[src/rtl/rca_nibble_sequencer_if.sv]
// rtl/rca_nibble_sequencer_if.sv - request/response and 4-bit adder bus of the nibble sequencer
// The sequencer takes the slave side; the host and external adder take the master side.
interface rca_nibble_sequencer_if #(
  parameter int WIDTH = 16
);
  logic             start;
  logic             sub;
  logic [WIDTH-1:0] op_a;
  logic [WIDTH-1:0] op_b;
  logic             cin;
  logic             busy;
  logic             done;
  logic [WIDTH-1:0] result;
  logic             cout;
  logic             overflow;
  logic [3:0]       rca_a;
  logic [3:0]       rca_b;
  logic             rca_cin;
  logic [3:0]       rca_sum;
  logic             rca_cout;

  modport slave (
    input  start, sub, op_a, op_b, cin, rca_sum, rca_cout,
    output busy, done, result, cout, overflow, rca_a, rca_b, rca_cin
  );

  modport master (
    output start, sub, op_a, op_b, cin, rca_sum, rca_cout,
    input  busy, done, result, cout, overflow, rca_a, rca_b, rca_cin
  );
endinterface

[src/rtl/rca_nibble_sequencer.sv]
// rtl/rca_nibble_sequencer.sv - multi-cycle WIDTH-bit add/sub driving an external 4-bit ripple adder
// Operands are latched on start and fed LSB nibble first; carry is chained between passes.
module rca_nibble_sequencer #(
  parameter int WIDTH = 16
) (
  input logic                      clk,
  input logic                      rst_n,
  rca_nibble_sequencer_if.slave    bus
);
  localparam int NIBBLES = WIDTH / 4;
  localparam int IDX_W   = $clog2(NIBBLES);
  localparam logic [IDX_W-1:0] LAST_IDX = IDX_W'(NIBBLES - 1);

  typedef enum logic [1:0] {IDLE, RUN, DONE} state_t;

  state_t                  state, state_next;
  logic [NIBBLES-1:0][3:0] a_q;
  logic [NIBBLES-1:0][3:0] b_q;
  logic [NIBBLES-1:0][3:0] result_q;
  logic                    carry_q;
  logic [IDX_W-1:0]        idx_q;
  logic                    cout_q;
  logic                    overflow_q;
  logic                    accept;
  logic                    last;

  assign accept = bus.start && (state != RUN);
  assign last   = (idx_q == LAST_IDX);

  always_ff @(posedge clk or negedge rst_n) begin
    if (!rst_n) state <= IDLE;
    else        state <= state_next;
  end

  always_comb begin
    state_next  = state;
    bus.busy    = 1'b0;
    bus.done    = 1'b0;
    bus.rca_a   = 4'h0;
    bus.rca_b   = 4'h0;
    bus.rca_cin = 1'b0;
    case (state)
      IDLE: begin
        if (bus.start) state_next = RUN;
      end
      RUN: begin
        bus.busy    = 1'b1;
        bus.rca_a   = a_q[idx_q];
        bus.rca_b   = b_q[idx_q];
        bus.rca_cin = carry_q;
        if (last) state_next = DONE;
      end
      DONE: begin
        bus.done   = 1'b1;
        state_next = bus.start ? RUN : IDLE;
      end
      default: state_next = IDLE;
    endcase
  end

  // Subtraction is A + ~B + 1, so B is inverted at latch time and the carry seeded with 1.
  always_ff @(posedge clk or negedge rst_n) begin
    if (!rst_n) begin
      a_q        <= '0;
      b_q        <= '0;
      result_q   <= '0;
      carry_q    <= 1'b0;
      idx_q      <= '0;
      cout_q     <= 1'b0;
      overflow_q <= 1'b0;
    end else if (accept) begin
      a_q      <= bus.op_a;
      b_q      <= bus.sub ? ~bus.op_b : bus.op_b;
      carry_q  <= bus.sub ? 1'b1 : bus.cin;
      idx_q    <= '0;
      result_q <= '0;
    end else if (state == RUN) begin
      result_q[idx_q] <= bus.rca_sum;
      carry_q         <= bus.rca_cout;
      overflow_q      <= (a_q[NIBBLES-1][3] == b_q[NIBBLES-1][3]) &&
                         (bus.rca_sum[3] != a_q[NIBBLES-1][3]);
      if (last) cout_q <= bus.rca_cout;
      else      idx_q  <= idx_q + IDX_W'(1);
    end
  end

  assign bus.result   = result_q;
  assign bus.cout     = cout_q;
  assign bus.overflow = overflow_q;
endmodule

[src/flat_wrapper.sv]
// flat-port wrapper written by rule: the top's interface ports become plain ports
module rca_nibble_sequencer_flat 
#(
  parameter int WIDTH = 16
)
  (clk, rst_n, bus_start, bus_sub, bus_op_a, bus_op_b, bus_cin, bus_rca_sum, bus_rca_cout, bus_busy, bus_done, bus_result, bus_cout, bus_overflow, bus_rca_a, bus_rca_b, bus_rca_cin);
  rca_nibble_sequencer_if #(.WIDTH(WIDTH)) bus_i ();
  input logic clk;
  input logic rst_n;
  input wire logic [$bits(bus_i.start)-1:0] bus_start;
  input wire logic [$bits(bus_i.sub)-1:0] bus_sub;
  input wire logic [$bits(bus_i.op_a)-1:0] bus_op_a;
  input wire logic [$bits(bus_i.op_b)-1:0] bus_op_b;
  input wire logic [$bits(bus_i.cin)-1:0] bus_cin;
  input wire logic [$bits(bus_i.rca_sum)-1:0] bus_rca_sum;
  input wire logic [$bits(bus_i.rca_cout)-1:0] bus_rca_cout;
  output wire logic [$bits(bus_i.busy)-1:0] bus_busy;
  output wire logic [$bits(bus_i.done)-1:0] bus_done;
  output wire logic [$bits(bus_i.result)-1:0] bus_result;
  output wire logic [$bits(bus_i.cout)-1:0] bus_cout;
  output wire logic [$bits(bus_i.overflow)-1:0] bus_overflow;
  output wire logic [$bits(bus_i.rca_a)-1:0] bus_rca_a;
  output wire logic [$bits(bus_i.rca_b)-1:0] bus_rca_b;
  output wire logic [$bits(bus_i.rca_cin)-1:0] bus_rca_cin;
  assign bus_i.start = bus_start;
  assign bus_i.sub = bus_sub;
  assign bus_i.op_a = bus_op_a;
  assign bus_i.op_b = bus_op_b;
  assign bus_i.cin = bus_cin;
  assign bus_i.rca_sum = bus_rca_sum;
  assign bus_i.rca_cout = bus_rca_cout;
  assign bus_busy = bus_i.busy;
  assign bus_done = bus_i.done;
  assign bus_result = bus_i.result;
  assign bus_cout = bus_i.cout;
  assign bus_overflow = bus_i.overflow;
  assign bus_rca_a = bus_i.rca_a;
  assign bus_rca_b = bus_i.rca_b;
  assign bus_rca_cin = bus_i.rca_cin;
  rca_nibble_sequencer #(.WIDTH(WIDTH)) u_core (.clk(clk), .rst_n(rst_n), .bus(bus_i));
endmodule
[config.mk]
export PLATFORM = sky130hd
export DESIGN_NAME = rca_nibble_sequencer_flat
export DESIGN_NICKNAME = d
export VERILOG_FILES = /design/src/rtl/rca_nibble_sequencer_if.sv /design/src/rtl/rca_nibble_sequencer.sv /design/src/flat_wrapper.sv
export SDC_FILE = /design/constraint.sdc
export NUM_CORES = 1
export LEC_CHECK = 0
export ABC_AREA = 1
export CAP_MARGIN = 20
export CELL_PAD_IN_SITES_DETAIL_PLACEMENT = 0
export CELL_PAD_IN_SITES_GLOBAL_PLACEMENT = 2
export CORE_MARGIN = 1
export CORE_UTILIZATION = 28
export CTS_CLUSTER_DIAMETER = 60
export DETAILED_ROUTE_END_ITERATION = 12
export GPL_ROUTABILITY_DRIVEN = 0
export GPL_TIMING_DRIVEN = 0
export PLACE_DENSITY = 0.82
export SYNTH_ARGS = -nofsm -noshare
export SYNTH_HDL_FRONTEND = slang
export SYNTH_SLANG_ARGS = --single-unit
[constraint.sdc]
create_clock -name clk -period 2 [get_ports clk]
set_input_delay 0.4 -clock clk [delete_from_list [all_inputs] [get_ports clk]]
set_output_delay 0.4 -clock clk [all_outputs]
set_load 0.01 [all_outputs]
==> results.cfg <==
[outcome]
status = completed

[grt]
grtUsageTotal = 0.143
grt_max_degree = 31
grt_pass1_wl_mm = 11.3
grt_pass1_vias = 2236
antenna_found_initial = 0
grt_overflow_total = 0

[timing]
slew_violations = 0
max_slew_margin = 0.566
setup_tns_ns = 0
setup_violations = 0
worstMarginPinSlew_ns = 0.650
min_period_ns = 1.89
fmax_ghz = 0.528
fin_skew_ns = 0.0130
period_share = 0.946
grt_setup_unrepaired = false
hold_violations = 0

[pwr]
peakVddDrop_uv = 564
powerDensity_mw_per_mm2 = 1450
leakagePower_nw = 1.76

[final_layout]
design_area_sq_mm = 0.00379
n_antenna_cell = 0
finish.utilization = 0.404
fin_nets = 454
area_growth_pct = 37.5
instances_no_fill = 535
final_layout_size_suffix_gt1_frac = 0.148

[placed_design]
dp_cells = 522
place_area_sq_mm = 0.00362
dpl.hpwl_mm = 5.22
io_buffers = 69

[floorplanning]
die_area_sq_mm = 0.0102
die_y_um = 101
ios = 71
placeableCoreArea_sq_mm = 0.00937
start_util = 0.294
fp.dieW_um = 101
num_rows = 35

[yosys]
synth_top_area_share = 0.500
synth_seq_area_share = 0.500
synth_nets = 371
synth_area_leaders = dfrtp_1, nand2_1, nand3_1
yosys_warnings = 0
avgSynthCellArea_sq_um = 8.52
synth_cell_types = 22
synth-edff-count = 0
syn_area_sq_mm = 0.00275
yosys_register_bits = 55
ys.flop_type = dfrtp_1
synthArstFlopShare = 1.00
synth_area_leader_cell = dfrtp_1
syn_inst = 323

[setup_path]
cpPeakStageDelay_ns = 0.43
timing.rr.end = u_core.a_q[15]
cp_cell_sequence = buf_8 -> buf_6 -> nand2_1 -> nand3_1 -> a21oi_2 -> buf_2
crit_start = u_core.idx_q[0]
crit_path_end = bus_rca_b[1]
r2r_cells = 8
crit_fanout = 10
reg2reg_slack_ns = 0.42
endpoint_kind = output port
criticalPathCategory = register to output port
cp-start-kind = register
timing.rr.start = u_core.state[0]
critPathArrivalTime_ns = 1.49
cp_slowest_cell = dfrtp_2
critPathRequiredTime_ns = 1.60

[routing]
drt_iter0_drc = 77
vias_per_cell = 4.30
routed_wl_mm = 7.14
drc = 0
wl_per_cell_um = 13.4
vias = 2300
first_pass_iters = 4
ant_nets = 0

[clock_network]
numCtsBuffers = 5
cts_tree = yes
clock_path_buffers = 2
cts_sinks = 55
hold_buffers = 0
htreeDepth = 2
root_buffer = clkbuf_8
clkLatencyLatePin_ns = 0.32
clk_pin_slew_ns = 0.11

[flow_run]
maxCapViolCount = 0

[hold_path]
hp-class = input pin to asynchronous set/reset pin
-- metal layers --
layer | wire length, um | up-vias | track usage
li1 | - | 1186 | -
met1 | 3510 | 1060 | 0.199
met2 | 3280 | 46 | 0.233
met3 | 268 | 8 | 0.0200
met4 | 78 | 0 | 0.0368
met5 | 0 | - | 0
-- sequential cells by signal, summed over array words and instances (netlist names) --
name                 count
u_core.a_q              16
u_core.b_q              16
u_core.bus.result       16
u_core.idx_q             2
u_core.state             2
u_core.bus.cout          1
u_core.bus.overflow      1
u_core.carry_q           1
-- cells by family after synthesis --
| group | after synthesis | synth area share |
|---|---|---|
| fa+ha+maj | 6 | 0.0273 |
| simple gates | 123 | 0.201 |
| buf+inv | 61 | 0.101 |
| xor+xnor | 16 | 0.0509 |
| compound gates | 62 | 0.120 |
| flops | 55 | 0.500 |
-- cell usage after synthesis (3+ instances only) --
library cell,count
a21oi_1,8
ha_1,6
dfrtp_1,55
xnor2_1,16
nand2_4,3
buf_2,9
o21ai_0,15
nand2_1,75
buf_6,3
o21ai_2,4
nand3_1,39
buf_4,4
inv_1,42
o21ai_1,33
-- cell usage in the layout, fill, tap and decap left out, types with 2 or more instances in the layout --
cell | netlist | final
dfrtp_1 | 55 | 54
ha_1 | 6 | 6
o21ai_1 | 33 | 33
clkdlybuf4s50_1 | 0 | 60
nand3_1 | 39 | 39
nand2_4 | 3 | 4
buf_2 | 9 | 13
nand2_1 | 75 | 75
buf_4 | 4 | 11
clkbuf_8 | 0 | 5
nor2_1 | 2 | 2
a21oi_2 | 0 | 6
xnor2_1 | 16 | 16
o21ai_0 | 15 | 15
o21ai_2 | 4 | 4
buf_6 | 3 | 4
clkbuf_2 | 0 | 2
a21oi_1 | 8 | 2
inv_1 | 42 | 42
-- worst max-delay path: cells and delay by family (launching register included) --
family                 cells  cell delay (ns)
DFF                        1             0.43
buffers and inverters      3             0.42
AOI/OAI and AO/OA          1             0.17
and+or+nand+nor            2             0.16
-- layout make-up --
| class | instances | area [sq um] |
|---|---|---|
| clock buffer | 5 | 68.8 |
| timing repair buffer | 78 | 726 |
| inverter | 45 | 176 |
| buffer | 14 | 113 |
| clock inverter | 2 | 37.5 |
| fill | 997 | 5590 |
| sequential | 55 | 1380 |
| tap | 129 | 161 |
| multi-input combinational | 207 | 1130 |
-- per-stage QoR --
step,power (mW),worst slack [ns],hold slack (ns)
final,5.48,0.107,0.103
after global routing,5.93,0.0380,0.147
after CTS,5.60,0.00723,0.119
after detailed placement,4.69,-0.231,0.465
after global placement,4.66,-1.26,0.471
after floorplan,3.52,0.501,0.104
-- timing repair --
action / 4_1_cts / 5_1_grt
resized for setup: 37 / 10
buffers inserted: 8 / 0
endpoints found under the setup margin: 10 / 7
pin swaps: 2 / 3
-- how the worst min path moves through the flow --
stage                       start              to  slack (ns)  depth (start not counted)
global placement    u_core.b_q[4]   u_core.b_q[4]        0.47                          2
floorplan                   rst_n   u_core.a_q[0]        0.10                          0
global route                rst_n  u_core.a_q[11]        0.15                          1
finish                      rst_n  u_core.a_q[11]        0.10                          1
detailed placement          rst_n  u_core.a_q[14]        0.47                          1
CTS                         rst_n  u_core.a_q[12]        0.12                          1
-- where the power goes --
group	switching [mW]	internal (mW)	leakage [nW]
clock	0.376	0.367	0.0502
combinational	1.63	1.28	1.02
sequential	0.231	1.60	0.695
total	2.24	3.25	1.76
Power figures use the tool's default switching activity.
